==> src/rtl/dmem_arbiter.sv <==
// dmem_arbiter
//   Arbitrates a single-ported data memory between two requesters:
//   port A (CPU load/store unit) and port B (debug/DMA loader).
//   Only one access is in flight at a time. A granted request takes
//   IDLE -> ACCESS -> RESP, so its ack arrives two cycles after the
//   request is sampled.
//
//   Ports
//     clk, rst              clock, asynchronous active-high reset
//     a_*/b_* inputs        req, byte addr, size (00 B/01 H/10 W/11 illegal),
//                           we, uns (zero-extend loads), wdata
//     a_ack/b_ack           one-cycle completion pulse (RESP)
//     a_err/b_err           misaligned or illegal size, valid with ack
//     rdata                 extended load result, valid in the ack cycle
//     m_addr/m_din/m_be/m_wren  memory word address, write data,
//                           byte enables (big-endian lanes), write enable
//     m_dout                memory read data, combinational from m_addr
//
//   Configuration
//     DMEM_ARB_PRIORITY_EN  when defined, A always wins a tie (fixed
//                           priority); otherwise ties alternate round-robin.
module dmem_arbiter #(
    parameter int AW      = 12,
    parameter bit RR_INIT = 1'b0
) (
    input  logic          clk,
    input  logic          rst,
    input  logic          a_req,
    input  logic [AW-1:0] a_addr,
    input  logic [1:0]    a_size,
    input  logic          a_we,
    input  logic          a_uns,
    input  logic [31:0]   a_wdata,
    input  logic          b_req,
    input  logic [AW-1:0] b_addr,
    input  logic [1:0]    b_size,
    input  logic          b_we,
    input  logic          b_uns,
    input  logic [31:0]   b_wdata,
    output logic          a_ack,
    output logic          a_err,
    output logic          b_ack,
    output logic          b_err,
    output logic [31:0]   rdata,
    output logic [AW-3:0] m_addr,
    output logic [31:0]   m_din,
    output logic [3:0]    m_be,
    output logic          m_wren,
    input  logic [31:0]   m_dout
);

    typedef enum logic [1:0] {
        IDLE   = 2'd0,
        ACCESS = 2'd1,
        RESP   = 2'd2
    } state_t;

    state_t        state_q, state_d;

    // Captured request of the granted port; sel_q = 0 for A, 1 for B
    logic          sel_q;
    logic [AW-1:0] addr_q;
    logic [1:0]    size_q;
    logic          we_q;
    logic          uns_q;
    logic [31:0]   wdata_q;
    logic          err_q;
    logic [31:0]   rdata_q;

    logic          grant_any;
    logic          grant_b;

    logic [3:0]    acc_be;
    logic          acc_err;
    logic [7:0]    ld_byte;
    logic [15:0]   ld_half;
    logic [31:0]   ld_ext;

    // ------------------------------------------------------------------
    // Arbitration
    // ------------------------------------------------------------------
`ifdef DMEM_ARB_PRIORITY_EN
    always_comb begin
        grant_any = a_req | b_req;
        grant_b   = b_req & ~a_req;
    end
`else
    // rr_last_q holds the last winner; resetting it to ~RR_INIT makes the
    // first tie go to RR_INIT.
    logic rr_last_q;

    always_comb begin
        grant_any = a_req | b_req;
        grant_b   = b_req & (~a_req | ~rr_last_q);
    end

    always_ff @(posedge clk or posedge rst) begin
        if (rst) begin
            rr_last_q <= ~RR_INIT;
        end else if (state_q == IDLE && grant_any) begin
            rr_last_q <= grant_b;
        end
    end
`endif

    // ------------------------------------------------------------------
    // FSM: state register
    // ------------------------------------------------------------------
    always_ff @(posedge clk or posedge rst) begin
        if (rst) begin
            state_q <= IDLE;
        end else begin
            state_q <= state_d;
        end
    end

    // ------------------------------------------------------------------
    // FSM: next state
    // ------------------------------------------------------------------
    always_comb begin
        state_d = state_q;
        case (state_q)
            IDLE:    if (grant_any) state_d = ACCESS;
            ACCESS:  state_d = RESP;
            RESP:    state_d = IDLE;
            default: state_d = IDLE;
        endcase
    end

    // ------------------------------------------------------------------
    // Request capture on grant
    // ------------------------------------------------------------------
    always_ff @(posedge clk or posedge rst) begin
        if (rst) begin
            sel_q   <= 1'b0;
            addr_q  <= '0;
            size_q  <= '0;
            we_q    <= 1'b0;
            uns_q   <= 1'b0;
            wdata_q <= '0;
        end else if (state_q == IDLE && grant_any) begin
            sel_q   <= grant_b;
            addr_q  <= grant_b ? b_addr  : a_addr;
            size_q  <= grant_b ? b_size  : a_size;
            we_q    <= grant_b ? b_we    : a_we;
            uns_q   <= grant_b ? b_uns   : a_uns;
            wdata_q <= grant_b ? b_wdata : a_wdata;
        end
    end

    // ------------------------------------------------------------------
    // Lane decode and alignment check (big-endian: offset 0 is [31:24])
    // ------------------------------------------------------------------
    always_comb begin
        acc_be  = '0;
        acc_err = 1'b0;
        case (size_q)
            2'b00: acc_be = 4'b1000 >> addr_q[1:0];
            2'b01: begin
                if (addr_q[0]) acc_err = 1'b1;
                else           acc_be  = addr_q[1] ? 4'b0011 : 4'b1100;
            end
            2'b10: begin
                if (addr_q[1:0] != 2'b00) acc_err = 1'b1;
                else                      acc_be  = 4'b1111;
            end
            default: acc_err = 1'b1;
        endcase
    end

    // ------------------------------------------------------------------
    // Load lane extraction and extension
    // ------------------------------------------------------------------
    always_comb begin
        case (addr_q[1:0])
            2'b00:   ld_byte = m_dout[31:24];
            2'b01:   ld_byte = m_dout[23:16];
            2'b10:   ld_byte = m_dout[15:8];
            default: ld_byte = m_dout[7:0];
        endcase
        ld_half = addr_q[1] ? m_dout[15:0] : m_dout[31:16];
        case (size_q)
            2'b00:   ld_ext = {{24{~uns_q & ld_byte[7]}}, ld_byte};
            2'b01:   ld_ext = {{16{~uns_q & ld_half[15]}}, ld_half};
            default: ld_ext = m_dout;
        endcase
    end

    // Result and error status are latched at the end of ACCESS
    always_ff @(posedge clk or posedge rst) begin
        if (rst) begin
            err_q   <= 1'b0;
            rdata_q <= '0;
        end else if (state_q == ACCESS) begin
            err_q   <= acc_err;
            rdata_q <= (we_q | acc_err) ? 32'h0 : ld_ext;
        end
    end

    // ------------------------------------------------------------------
    // FSM: outputs
    // ------------------------------------------------------------------
    always_comb begin
        m_be   = '0;
        m_wren = 1'b0;
        a_ack  = 1'b0;
        b_ack  = 1'b0;
        a_err  = 1'b0;
        b_err  = 1'b0;
        case (state_q)
            ACCESS: begin
                m_be   = acc_be;
                m_wren = we_q & ~acc_err;
            end
            RESP: begin
                a_ack = ~sel_q;
                b_ack = sel_q;
                a_err = ~sel_q & err_q;
                b_err = sel_q & err_q;
            end
            default: ;
        endcase
    end

    // Address and write data come straight from the capture registers,
    // so they hold their last value outside ACCESS.
    assign m_addr = addr_q[AW-1:2];
    assign m_din  = wdata_q;
    assign rdata  = rdata_q;

endmodule

==> config.mk <==
export PLATFORM = sky130hd
export DESIGN_NAME = dmem_arbiter
export DESIGN_NICKNAME = d
export VERILOG_FILES = /design/src/rtl/dmem_arbiter.sv
export SDC_FILE = /design/constraint.sdc
export NUM_CORES = 1
export LEC_CHECK = 0
export CAP_MARGIN = 40
export CORE_AREA = 2 2 107 109
export DETAILED_ROUTE_END_ITERATION = 7
export DIE_AREA = 0 0 109 111
export PLACE_DENSITY_LB_ADDON = 0.15
export SYNTH_ARGS = -nofsm -noshare
export SYNTH_HDL_FRONTEND = slang
export SYNTH_SLANG_ARGS = --single-unit
==> constraint.sdc <==
create_clock -name clk -period 3.8 [get_ports clk]
set_input_delay 1.14 -clock clk [delete_from_list [all_inputs] [get_ports clk]]
set_output_delay 1.14 -clock clk [all_outputs]
set_load 0.02 [all_outputs]
Word level (Yosys, flattened, before mapping)
Cells that the tools add are included.

Latch bits: 0. Logic and storage cells: 61. Memory bits (writable): 0. Output and inout port bits: 83. Memories kept: 0. Input bits: 132. Register bits: 85. Memory bits (read-only): 0.

Multiplexer cells: 24. Bitwise operators: 14. Multipliers: 0. Equal/unequal tests: 7. Reduce and logical (&&, ||, !) cells: 5. Add/subtract/negate cells: 0. Shifts and indexed selects: 1. Divide/modulo/power cells: 0. Magnitude comparators: 0.

Operators with widths (count): 32-bit 2-to-1 mux (2); 32-bit case mux with 2 select lines (1); 8-bit case mux with 3 select lines (1); 16-bit 2-to-1 mux (1); 4-bit 2-to-1 mux (4); 12-bit 2-to-1 mux (1); 4-bit case mux with 3 select lines (1); 1-bit 2-to-1 mux (9); 1-bit bitwise AND (6); 2-bit by 1-bit == test with 1-bit output (second input constant) (3); 2-bit == test (second input constant) (3); 2-bit zero test (3); 1-bit inverter (5); 2-bit 2-to-1 mux (2); 2-bit case mux with 2 select lines (1); 4-bit by 2-bit right shift with 4-bit output (first input constant) (1); 1-bit bitwise OR (3); 1-bit case mux with 3 select lines (1); 2-bit != test (second input constant) (1); 2-bit nonzero test (1); 1-bit logical AND (1).

Longest topological paths before layout
Gate-level depths: netlist of the first run.

Word-level depth: 6. Depth in mapped cells: 7. Depth with buffers taken out: 4.

Worst setup path before layout of the first run
No wires, ideal clock.

Path kind: flip-flop to output port. Start: register state_q[1]. End: output m_be[3]. Setup slack: 779 ps. Data arrival time: 1881 ps. Required time: 2660 ps. Stages on the path, launching flop included: 4. Buffers on the path: 1. Cells stage by stage: dfrtp_1 nand2b_1 clkbuf_1 a2111oi_0.

Longest elaborated chain between the ends: 2.

Ends and longest elaborated chain: from (decl) (line 58) `state_t state_q, state_d;`; from (signal assigned) (line 113) `state_q <= state_d;`; 2-bit by 1-bit == test with 1-bit output (line 210) `case (state_q)`; 4-bit 2-to-1 mux (line 210); to (decl) (line 47) `output logic [3:0] m_be,`.

Every way passes these cells.

Worst setup path after layout of the first run
Start: register addr_q[0]. End: output m_be[0].

Longest elaborated chain between the ends: 4. Elaborated cells between the ends (all ways): 6. Classes of those cells: shift (1); mux (4); reduce/logical (1).

Ends and longest elaborated chain: from (decl) (line 62) `logic [AW-1:0] addr_q;`; from (signal assigned) (line 143) `addr_q <= grant_b ? b_addr : a_addr;`; 2-bit nonzero test (line 164) `if (addr_q[1:0] != 2'b00) acc_err = 1'b1;`; 4-bit 2-to-1 mux (line 164); 4-bit case mux with 3 select lines (*) (line 157) `case (size_q)`; 4-bit 2-to-1 mux (*) (line 210).

Mark *: on every way between the ends. The rest lies on a longest branch, timed or not.

==> out/metrics.yaml, run 1 <==
critical_path:
  crit_path_start_kind: "flip-flop"
  cp.required_ns: 2.66
  cp-end-kind: "output pin"
  reg2reg_depth: 5
  worstSetupPathType: "reg -> out"
  critPathArrivalTime_ns: 2.43
  crit_path_max_fanout: 16
sta:
  fin_crit_ns: 3.57
  fin_ws_ns: 0.227
  drv_slew: 0
  rsz0062_at_grt: "no"
  setup_violations: 0
  worstMarginPinSlew_ns: 0.852
  fin_crit_sh_pct: 94.0
  clock_skew_ns: 0.00826
  final.setup.tns_ns: 0
  max_freq_ghz: 0.280
  finalHoldViolCount: 0
  slew_headroom_pct: 43.2
detailed_routing:
  via_per_inst: 5.04
  initialDrtViolationCount: 167
  wl_met3_um: 1240
  ant_nets: 0
  drc: 0
  wl_met2_um: 5980
  first_pass_iters: 4
  wirelength_um: 12400
  vias: 4000
  maxUsedRoutingLayer: "met4"
  avgRoutedWirePerCell_um: 15.6
  wl_met1_um: 4970
grt:
  grt_pass1_wl_um: 19900
  grtUsageTotal_pct: 21.1
  grt_pass1_vias: 3952
  overflow: 0
  antenna_found_initial: 0
  grt_max_degree: 58
pwr:
  finalPower_w: 0.00547
  clockPowerShare_pct: 15.9
  ir_worst_vdd_mv: 0.369
  power_density_mw_per_mm2: 794
  switching_power_w: 0.00227
  internal-power_w: 0.00320
  seq_power_share_pct: 29.8
  leakagePower_nw: 2.94
  p_sw_share_pct: 41.4
  combPwrFrac_pct: 54.3
logic_synthesis:
  synthFlopType: "dfrtp_1"
  avgSynthCellArea_sq_um: 9.62
  synth_cell_types: 40
  async_reset_ff_share_pct: 100
  synth_edf_count: 0
  synthCells: 454
  ys.warnings.count: 0
  synth_area_sq_mm: 0.00437
  ys_seq_elements: 85
  yosysSeqAreaShare_pct: 48.8
  synth_nets: 586
clock_tree:
  cts_buffers: 9
  clkLatencyLatePin_ns: 0.33
  clk_pin_slew_ns: 0.06
  cts_resized: 0
  htree_levels: 3
  post_cts_buffers: 0
  cts-root-buf: "clkbuf_16"
  holdBufCountCts: 0
  cts_tree: "done"
  clkSinkCount: 85
  cts_buffer_depth: 2
layout:
  num_antenna_cells: 0
  final_common_cell: "clkdlybuf4s50_1"
  fin_nets: 778
  fill_cells: 982
  final_util_pct: 62.2
  layout_common_cells: "clkdlybuf4s50_1 (214), nand2_1 (96), dfrtp_1 (84)"
  drive_gt1_share_pct: 7.99
  area_growth_pct: 57.8
  finalInstanceArea_sq_mm: 0.00689
floorplan:
  die-area_sq_mm: 0.0121
  rows: 39
  initial_core_util_pct: 39.4
  pin_count: 215
  die_w_um: 109
  fp.coreArea_sq_mm: 0.0111
  fp.dieH_um: 111
placement:
  io_buffers: 214
  hpwl_um: 9570
  place_ws_ns: 0.581
  dpl_cell_area_sq_mm: 0.00660
  place.gp.congestion: 0.848
worst_hold_path:
  whs_path_depth: 2
  worstHoldPathType: "reg -> reg"
run_status:
  outcome: "finished, final reports clean"
flow_run:
  drv_cap: 0
[Yosys cell counts (3+ instances only)]
library cell | count | area, sq um
a21oi_1 | 5 | 25.0
a32o_1 | 8 | 80.1
buf_2 | 10 | 50.1
buf_4 | 10 | 75.1
clkbuf_1 | 23 | 86.3
dfrtp_1 | 84 | 2100
inv_1 | 4 | 15.0
mux2_2 | 3 | 33.8
mux2i_1 | 57 | 571
nand2_1 | 96 | 360
nor2_1 | 21 | 78.8
nor2b_1 | 4 | 25.0
nor3_1 | 3 | 15.0
o21ai_0 | 61 | 305
o21ai_2 | 11 | 96.3
o221ai_1 | 7 | 61.3
o22ai_1 | 14 | 87.6
o32ai_1 | 7 | 61.3
or2_2 | 3 | 18.8
[worst paths after layout]
kind / slack [ns] / endpoint / start
max in group asynchronous: 1.91 / rr_last_q$_DFFE_PP1P_ / rst
max reg2reg: 1.43 / rdata[27]$_DFFE_PP0P_ / addr_q[1]$_DFFE_PP0P_
min: 0.47 / rdata[9]$_DFFE_PP0P_ / rdata[9]$_DFFE_PP0P_
min in group asynchronous: 1.19 / m_din[31]$_DFFE_PP0P_ / rst
min reg2reg: 0.47 / rdata[9]$_DFFE_PP0P_ / rdata[9]$_DFFE_PP0P_
max: 0.23 / m_be[0] / addr_q[0]$_DFFE_PP0P_
[final cells by class]
| class | instances | area (sq um) | share of cell area [%] |
|---|---|---|---|
| Sequential cell | 85 | 2130 | 30.9 |
| Inverter | 7 | 27.5 | 0.400 |
| Tap cell | 143 | 179 | 2.60 |
| Timing Repair Buffer | 225 | 2250 | 32.7 |
| Multi-Input combinational cell | 318 | 2010 | 29.2 |
| Clock buffer | 12 | 246 | 3.58 |
| Clock inverter | 4 | 47.5 | 0.690 |
[sequential cells by signal (all words and copies together), names as in the netlist]
| name | count |
|---|---|
| addr_q | 12 |
| we_q | 1 |
| size_q | 2 |
| m_din | 32 |
| state_q | 2 |
| rr_last_q | 1 |
| rdata | 32 |
| err_q | 1 |
| sel_q | 1 |
| uns_q | 1 |
[metal layers]
metal / vias up / track usage (%)
met2: 184 / 34.2
met4: 0 / 6.67
met5: - / 0
met1: 1832 / 25.9
met3: 13 / 7.94
li1: 1971 / -
[logic make-up after synthesis]
| kind of cell | count (synthesis) | share of synthesized area, % |
|---|---|---|
| buf+inv | 51 | 5.70 |
| simple gates | 137 | 13.4 |
| mux | 60 | 13.8 |
| xor+xnor | 1 | 0.201 |
| compound gates | 120 | 18.1 |
| flops | 85 | 48.8 |
[power by group through the flow]
stage	clock, W	combinational, W	sequential [W]
final	0.000871	0.00297	0.00163
after global routing	0.000933	0.00322	0.00169
after CTS	0.000893	0.00300	0.00163
after detailed placement	0	0.00299	0.00164
after global placement	0	0.00295	0.00161
after floorplan	0	0.00148	0.00194
[worst max-delay path, stage by stage, from the launching register on]
cell	delay (ns)
dfrtp_1	0.56
or3b_2	0.53
a21oi_1	0.16
a21oi_1	0.05
nor2_1	0.15
clkdlybuf4s50_1	0.64
[per-stage QoR]
stage | instances | hold WS [ns]
after floorplan | 454 | 0.451
after global placement | 778 | 0.459
after detailed placement | 778 | 0.455
after CTS | 794 | 0.469
after global routing | 794 | 0.503
final | 794 | 0.467
Note: power is estimated with default switching activity, not from simulation.
==> run 2, diff against run 1 <==
Settings changed: ABC_AREA set to 1, CORE_AREA 2 2 107 109 to 2 2 109 111, DIE_AREA 0 0 109 111 to 0 0 111 113, PLACE_DENSITY set to 0.85, PLACE_DENSITY_LB_ADDON 0.15 to unset.
==> out/metrics.yaml, run 2 <==
clock_tree:
  cts-root-buf: "clkbuf_16"  # unchanged
  cts_buffers: 9  # unchanged
  holdBufCountCts: 0  # unchanged
  clkLatencyLatePin_ns: 0.34  # was 0.33 ns
  cts_tree: "done"  # unchanged
  clk_pin_slew_ns: 0.06  # about the same
  post_cts_buffers: 0  # unchanged
  clkSinkCount: 85  # unchanged
  htree_levels: 3  # unchanged
  cts_resized: 0  # unchanged
  cts_buffer_depth: 2  # unchanged
layout:
  num_antenna_cells: 0  # unchanged
  final_common_cell: "nand2_1"  # was clkdlybuf4s50_1
  layout.cells.non_filler: 996  # was 794
  drive_gt1_share_pct: 5.39  # was 7.99%
  fin_nets: 980  # was 778
  layout_common_cells: "nand2_1 (246), clkdlybuf4s50_1 (214), nor2_1 (126)"  # was clkdlybuf4s50_1 (214), nand2_1 (96), dfrtp_1 (84)
  area_growth_pct: 52.7  # was 57.8%
logic_synthesis:
  ys_seq_elements: 85  # unchanged
  avgSynthCellArea_sq_um: 7.07  # was 9.62 sq um
  yosysSeqAreaShare_pct: 45.5  # was 48.8%
  ys_top_cells_by_count: "nand2_1 (247), nor2_1 (126), dfrtp_1 (84), a31oi_1 (42), nand3_1 (29)"  # was nand2_1 (96), dfrtp_1 (84), o21ai_0 (61), mux2i_1 (57), clkbuf_1 (23)
  synth_nets: 793  # was 586
  synth_cell_types: 29  # was 40
  synthCells: 661  # was 454
  synth_top_area_cell: "dfrtp_1"  # unchanged
  ys.warnings.count: 0  # unchanged
  synthFlopType: "dfrtp_1"  # unchanged
  synth_area_sq_mm: 0.00468  # was 0.00437 sq mm
  synth_edf_count: 0  # unchanged
  yosysMostFrequentCell: "nand2_1"  # unchanged
  synth_top_area_share_pct: 45.0  # was 48.2%
  async_reset_ff_share_pct: 100  # unchanged
  synthTopCellsByArea: "dfrtp_1 (45%), nand2_1 (20%), nor2_1 (10%), a31oi_1 (5.6%), nand3_1 (3.1%)"  # was dfrtp_1 (48%), mux2i_1 (13%), nand2_1 (8.3%), o21ai_0 (7.0%), o21ai_2 (2.2%)
detailed_routing:
  wirelength_um: 14700  # was 12,400 um
  via_per_inst: 4.88  # was 5.04
  vias: 4863  # was 4,000
  first_pass_iters: 5  # was 4
  ant_nets: 0  # unchanged
  drc: 0  # unchanged
  avgRoutedWirePerCell_um: 14.8  # was 15.6 um
  initialDrtViolationCount: 276  # was 167
pwr:
  leakagePower_nw: 3.30  # was 2.94 nW
  clockPowerShare_pct: 15.1  # was 15.9%
  power_density_mw_per_mm2: 814  # was 794 mW/mm^2
  internal-power_w: 0.00324  # was 0.00320 W
  ir_worst_vdd_mv: 0.376  # was 0.369 mV
  switching_power_w: 0.00257  # was 0.00227 W
  combPwrFrac_pct: 56.8  # was 54.3%
  seq_power_share_pct: 28.1  # was 29.8%
  finalPower_w: 0.00581  # was 0.00547 W
  p_sw_share_pct: 44.2  # was 41.4%
critical_path:
  cp.required_ns: 2.66  # about the same
  cp-end-kind: "output pin"  # unchanged
  crit_path_start_kind: "flip-flop"  # unchanged
  slowest_delay_ns: 0.69  # was 0.64 ns
  crit_chain: "inv_1 > nor2_1 > nand2_1 > a21oi_1 > clkdlybuf4s50_1"  # was or3b_2 > a21oi_1 > a21oi_1 > nor2_1 > clkdlybuf4s50_1
  worstSetupPathType: "reg -> out"  # unchanged
  crit_path_max_fanout: 17  # was 16
  crit_slowest_cell: "dfrtp_1"  # was clkdlybuf4s50_1
  critPathArrivalTime_ns: 2.40  # was 2.43 ns
grt:
  antenna_found_initial: 0  # unchanged
  grt_pass1_vias: 4779  # was 3,952
  overflow: 0  # unchanged
  grtUsageTotal_pct: 23.8  # was 21.1%
  grt_pass1_wl_um: 23600  # was 19,900 um
  grt_max_degree: 97  # was 58
sta:
  slew_headroom_pct: 55.7  # was 43.2%
  whs_ns: 0.476  # was 0.467 ns
  final.setup.tns_ns: 0  # unchanged
  clock_skew_ns: 0.00955  # was 0.00826 ns
  rsz0062_at_grt: "no"  # unchanged
  drv_slew: 0  # unchanged
  finalHoldViolCount: 0  # unchanged
  setup_violations: 0  # unchanged
  fin_crit_sh_pct: 93.1  # was 94.0%
  worstMarginPinSlew_ns: 0.663  # was 0.852 ns
  max_freq_ghz: 0.283  # was 0.280 GHz
  fin_ws_ns: 0.261  # was 0.227 ns
  fin_crit_ns: 3.54  # was 3.57 ns
placement:
  hpwl_um: 11000  # was 9570 um
  place.gp.congestion: 0.954  # was 0.848
  dp.cells: 980  # was 778
  place_ws_ns: 0.680  # was 0.581 ns
  io_buffers: 214  # unchanged
worst_hold_path:
  worstHoldPathType: "reg -> reg"  # unchanged
floorplan:
  initial_core_util_pct: 41.5  # was 39.4%
  die-area_sq_mm: 0.0125  # was 0.0121 sq mm
  fp.coreArea_sq_mm: 0.0113  # was 0.0111 sq mm
  pin_count: 215  # unchanged
  die_w_um: 111  # was 109 um
  rows: 39  # unchanged
  fp.dieH_um: 113  # was 111 um
run_status:
  outcome: "finished, final reports clean"  # unchanged
flow_run:
  drv_cap: 0  # unchanged
## run 2: changes by cell type in the layout (fill, tap and decap cells not counted), moves of 23 or more
cell,previous run,this run
o21ai_0,61,10
nand2_1,96,246
nand3_1,0,29
a31oi_1,0,42
nor2_1,21,126
inv_1,3,26
mux2i_1,57,0
## run 2: power groups by stage
stage / registers (W) / clock network (W) / logic (W)
2_1_floorplan: 0.00197 / 0 / 0.00175
3_3_place_gp: 0.00164 / 0 / 0.00326
3_5_place_dp: 0.00165 / 0 / 0.00331
4_1_cts: 0.00164 / 0.000882 / 0.00332
5_1_grt: 0.00169 / 0.000923 / 0.00361
6_report: 0.00164 / 0.000877 / 0.00330
## run 2: kinds of logic (layout without fill, tap and decap cells)
logic type / Yosys count / after routing / share of synthesized area [%]
AO/OA/AOI/OAI: 73 / 73 / 9.47
buffers and inverters: 80 / 272 / 8.30
flip-flops: 85 / 85 / 45.5
AND/OR/NAND/NOR: 423 / 423 / 36.7
## run 2: layout make-up
cell class | instances | area (sq um)
repair buffers | 223 | 2250
clock buffers | 13 | 240
well taps | 143 | 179
clock inverters | 3 | 46.3
flip-flops and latches | 85 | 2130
multi-input cells | 496 | 2170
fillers | 999 | 4130
inverters | 33 | 125
## run 2: final timing paths
check / end / slack, ns / cells past startpoint / startpoint
worst max-delay path: m_be[2] / 0.26 / 5 / addr_q[0]$_DFFE_PP0P_
worst min-delay path: rdata[15]$_DFFE_PP0P_ / 0.48 / 2 / rdata[15]$_DFFE_PP0P_
worst max register to register: rdata[24]$_DFFE_PP0P_ / 1.64 / 8 / addr_q[0]$_DFFE_PP0P_
worst min register to register: rdata[15]$_DFFE_PP0P_ / 0.48 / 2 / rdata[15]$_DFFE_PP0P_
max in group asynchronous: rr_last_q$_DFFE_PP1P_ / 1.88 / 3 / rst
min in group asynchronous: m_din[3]$_DFFE_PP0P_ / 1.19 / 2 / rst
## run 2: metrics by stage
stage | utilization (%) | area (sq um)
2_1_floorplan | - | 4680
3_3_place_gp | 60.7 | 6840
3_5_place_dp | 60.8 | 6860
4_1_cts | 63.4 | 7140
5_1_grt | 63.4 | 7140
6_report | 63.4 | 7140
## run 2: critical path, delay by kind of cell (launching register included)
family                 cells  cell delay, ns
AND/OR/NAND/NOR            2            0.28
buffers and inverters      2            0.84
AO/OA/AOI/OAI              1            0.24
flip-flops                 1            0.69
## run 2: metal layers
layer | up-vias | part of all wire (%) | track usage (%)
met5 | - | 0 | 0
met4 | 0 | 2.1 | 9.00
met3 | 21 | 9.5 | 7.98
met1 | 2180 | 39 | 26.6
li1 | 2459 | - | -
met2 | 203 | 50 | 42.3
==> run 3, diff against run 2 <==
Settings changed: ABC_AREA 1 to unset, CORE_AREA 2 2 109 111 to 2 2 107 109, DIE_AREA 0 0 111 113 to 0 0 109 111.
==> out/metrics.yaml, run 3 (synthesis gave the netlist of run 1 again) <==
flow_run:
  drv_cap: 0  # unchanged
pwr:
  clockPowerShare_pct: 15.9  # was 15.1%
  internal-power_w: 0.00320  # was 0.00324 W
  combPwrFrac_pct: 53.8  # was 56.8%
  ir_worst_vdd_mv: 0.394  # was 0.376 mV
  p_sw_share_pct: 41.9  # was 44.2%
  power_density_mw_per_mm2: 801  # was 814 mW/mm^2
  leakagePower_nw: 2.93  # was 3.30 nW
  seq_power_share_pct: 30.3  # was 28.1%
  switching_power_w: 0.00231  # was 0.00257 W
layout:
  fin_nets: 776  # was 980
  final_common_cell: "clkdlybuf4s50_1"  # was nand2_1
  layout_common_cells: "clkdlybuf4s50_1 (214), nand2_1 (96), dfrtp_1 (84)"  # was nand2_1 (246), clkdlybuf4s50_1 (214), nor2_1 (126)
  finalInstanceArea_sq_mm: 0.00687  # was 0.00714 sq mm
  drive_gt1_share_pct: 7.70  # was 5.39%
  num_antenna_cells: 0  # unchanged
  area_growth_pct: 57.5  # was 52.7%
floorplan:
  die-area_sq_mm: 0.0121  # was 0.0125 sq mm
  rows: 39  # unchanged
  fp.coreArea_sq_mm: 0.0111  # was 0.0113 sq mm
  pin_count: 215  # unchanged
  die_w_um: 109  # was 111 um
  fp.dieH_um: 111  # was 113 um
  initial_core_util_pct: 39.4  # was 41.5%
critical_path:
  r2r_start: "addr_q[1]$_DFFE_PP0P_"  # was addr_q[0]$_DFFE_PP0P_
  crit_end: "m_be[0]"  # was m_be[2]
  worstSetupPathType: "reg -> out"  # unchanged
  r2r_end: "rdata[27]$_DFFE_PP0P_"  # was rdata[24]$_DFFE_PP0P_
  reg2reg_depth: 6  # was 8
  cp-end-kind: "output pin"  # unchanged
  cp.required_ns: 2.66  # about the same
  crit_path_max_fanout: 15  # was 17
  crit_path_start_kind: "flip-flop"  # unchanged
  rrSetupSlack_ns: 1.29  # was 1.64 ns
  critPathArrivalTime_ns: 2.53  # was 2.40 ns
  critPathLaunch: "addr_q[1]$_DFFE_PP0P_"  # was addr_q[0]$_DFFE_PP0P_
clock_tree:
  clkSinkCount: 85  # unchanged
  cts_tree: "done"  # unchanged
  htree_levels: 3  # unchanged
  cts_buffers: 9  # unchanged
  cts_resized: 0  # unchanged
  clk_pin_slew_ns: 0.06  # about the same
  post_cts_buffers: 0  # unchanged
  cts-root-buf: "clkbuf_16"  # unchanged
  holdBufCountCts: 0  # unchanged
  clkLatencyLatePin_ns: 0.34  # about the same
  cts_buffer_depth: 2  # unchanged
sta:
  max_freq_ghz: 0.273  # was 0.283 GHz
  fin_crit_ns: 3.67  # was 3.54 ns
  final.setup.tns_ns: 0  # unchanged
  drv_slew: 0  # unchanged
  setup_violations: 0  # unchanged
  worstMarginPinSlew_ns: 0.863  # was 0.663 ns
  finalHoldViolCount: 0  # unchanged
  fin_crit_sh_pct: 96.5  # was 93.1%
  rsz0062_at_grt: "no"  # unchanged
  slew_headroom_pct: 42.5  # was 55.7%
  clock_skew_ns: 0.00937  # was 0.00955 ns
grt:
  grt_max_degree: 86  # was 97
  grtUsageTotal_pct: 22.6  # was 23.8%
  antenna_found_initial: 0  # unchanged
  overflow: 0  # unchanged
  grt_pass1_vias: 4173  # was 4,779
  grt_pass1_wl_um: 21100  # was 23,600 um
detailed_routing:
  ant_nets: 0  # unchanged
  first_pass_iters: 5  # unchanged
  drc: 0  # unchanged
  initialDrtViolationCount: 164  # was 276
  avgRoutedWirePerCell_um: 16.8  # was 14.8 um
  via_per_inst: 5.19  # was 4.88
  vias: 4109  # was 4,863
  wirelength_um: 13300  # was 14,700 um
placement:
  place.gp.congestion: 0.821  # was 0.954
  hpwl_um: 10200  # was 11,000 um
  dpl_cell_area_sq_mm: 0.00658  # was 0.00686 sq mm
  io_buffers: 214  # unchanged
worst_hold_path:
  worstHoldPathType: "reg -> reg"  # unchanged
run_status:
  outcome: "finished, final reports clean"  # unchanged
[run 3: power by group through the flow]
stage	Clock (W)	Combinational, W	Sequential (W)
floorplan	0	0.00148	0.00194
global placement	0	0.00292	0.00166
detailed placement	0	0.00297	0.00169
CTS	0.000898	0.00298	0.00167
global route	0.000941	0.00322	0.00173
finish	0.000877	0.00296	0.00167
[run 3: worst min-delay path by stage]
| stage | from | endpoint | cells past startpoint |
|---|---|---|---|
| after floorplan | addr_q[10]$_DFFE_PP0P_ | addr_q[10]$_DFFE_PP0P_ | 2 |
| after global placement | rdata[26]$_DFFE_PP0P_ | rdata[26]$_DFFE_PP0P_ | 2 |
| after detailed placement | rdata[9]$_DFFE_PP0P_ | rdata[9]$_DFFE_PP0P_ | 2 |
| after CTS | rdata[9]$_DFFE_PP0P_ | rdata[9]$_DFFE_PP0P_ | 2 |
| after global routing | rdata[19]$_DFFE_PP0P_ | rdata[19]$_DFFE_PP0P_ | 2 |
| final | rdata[9]$_DFFE_PP0P_ | rdata[9]$_DFFE_PP0P_ | 2 |
[run 3: critical path: stages, from the launching register on]
cell,delay (ns)
dfrtp_1,0.73
inv_1,0.28
nor3_1,0.28
a21oi_1,0.14
nor2_1,0.14
clkdlybuf4s50_1,0.62
[run 3: routing by layer]
| metal | vias up | GRT usage, % | part of all wire (%) |
|---|---|---|---|
| met5 | - | 0 | 0 |
| met4 | 0 | 9.49 | 3.2 |
| met3 | 28 | 6.70 | 11 |
| met2 | 229 | 36.6 | 48 |
| met1 | 1882 | 27.9 | 38 |
| li1 | 1970 | - | - |
[run 3: final cells by class]
class / count / area (sq um)
fill: 922 / 4200
clock inverter: 4 / 47.5
clock buffer: 12 / 246
inverter: 7 / 27.5
tap: 143 / 179
sequential: 85 / 2130
multi-input combinational: 318 / 2010
timing repair buffer: 223 / 2230
[run 3: per-stage QoR]
step | util, % | hold slack, ns | setup slack, ns | power (W) | std cells
2_1_floorplan | - | 0.451 | 0.468 | 0.00343 | 454
3_3_place_gp | 59.4 | 0.461 | 0.558 | 0.00457 | 776
3_5_place_dp | 59.4 | 0.462 | 0.500 | 0.00466 | 776
4_1_cts | 62.1 | 0.475 | 0.124 | 0.00555 | 792
5_1_grt | 62.1 | 0.497 | 0.0364 | 0.00589 | 792
6_report | 62.1 | 0.471 | 0.132 | 0.00551 | 792
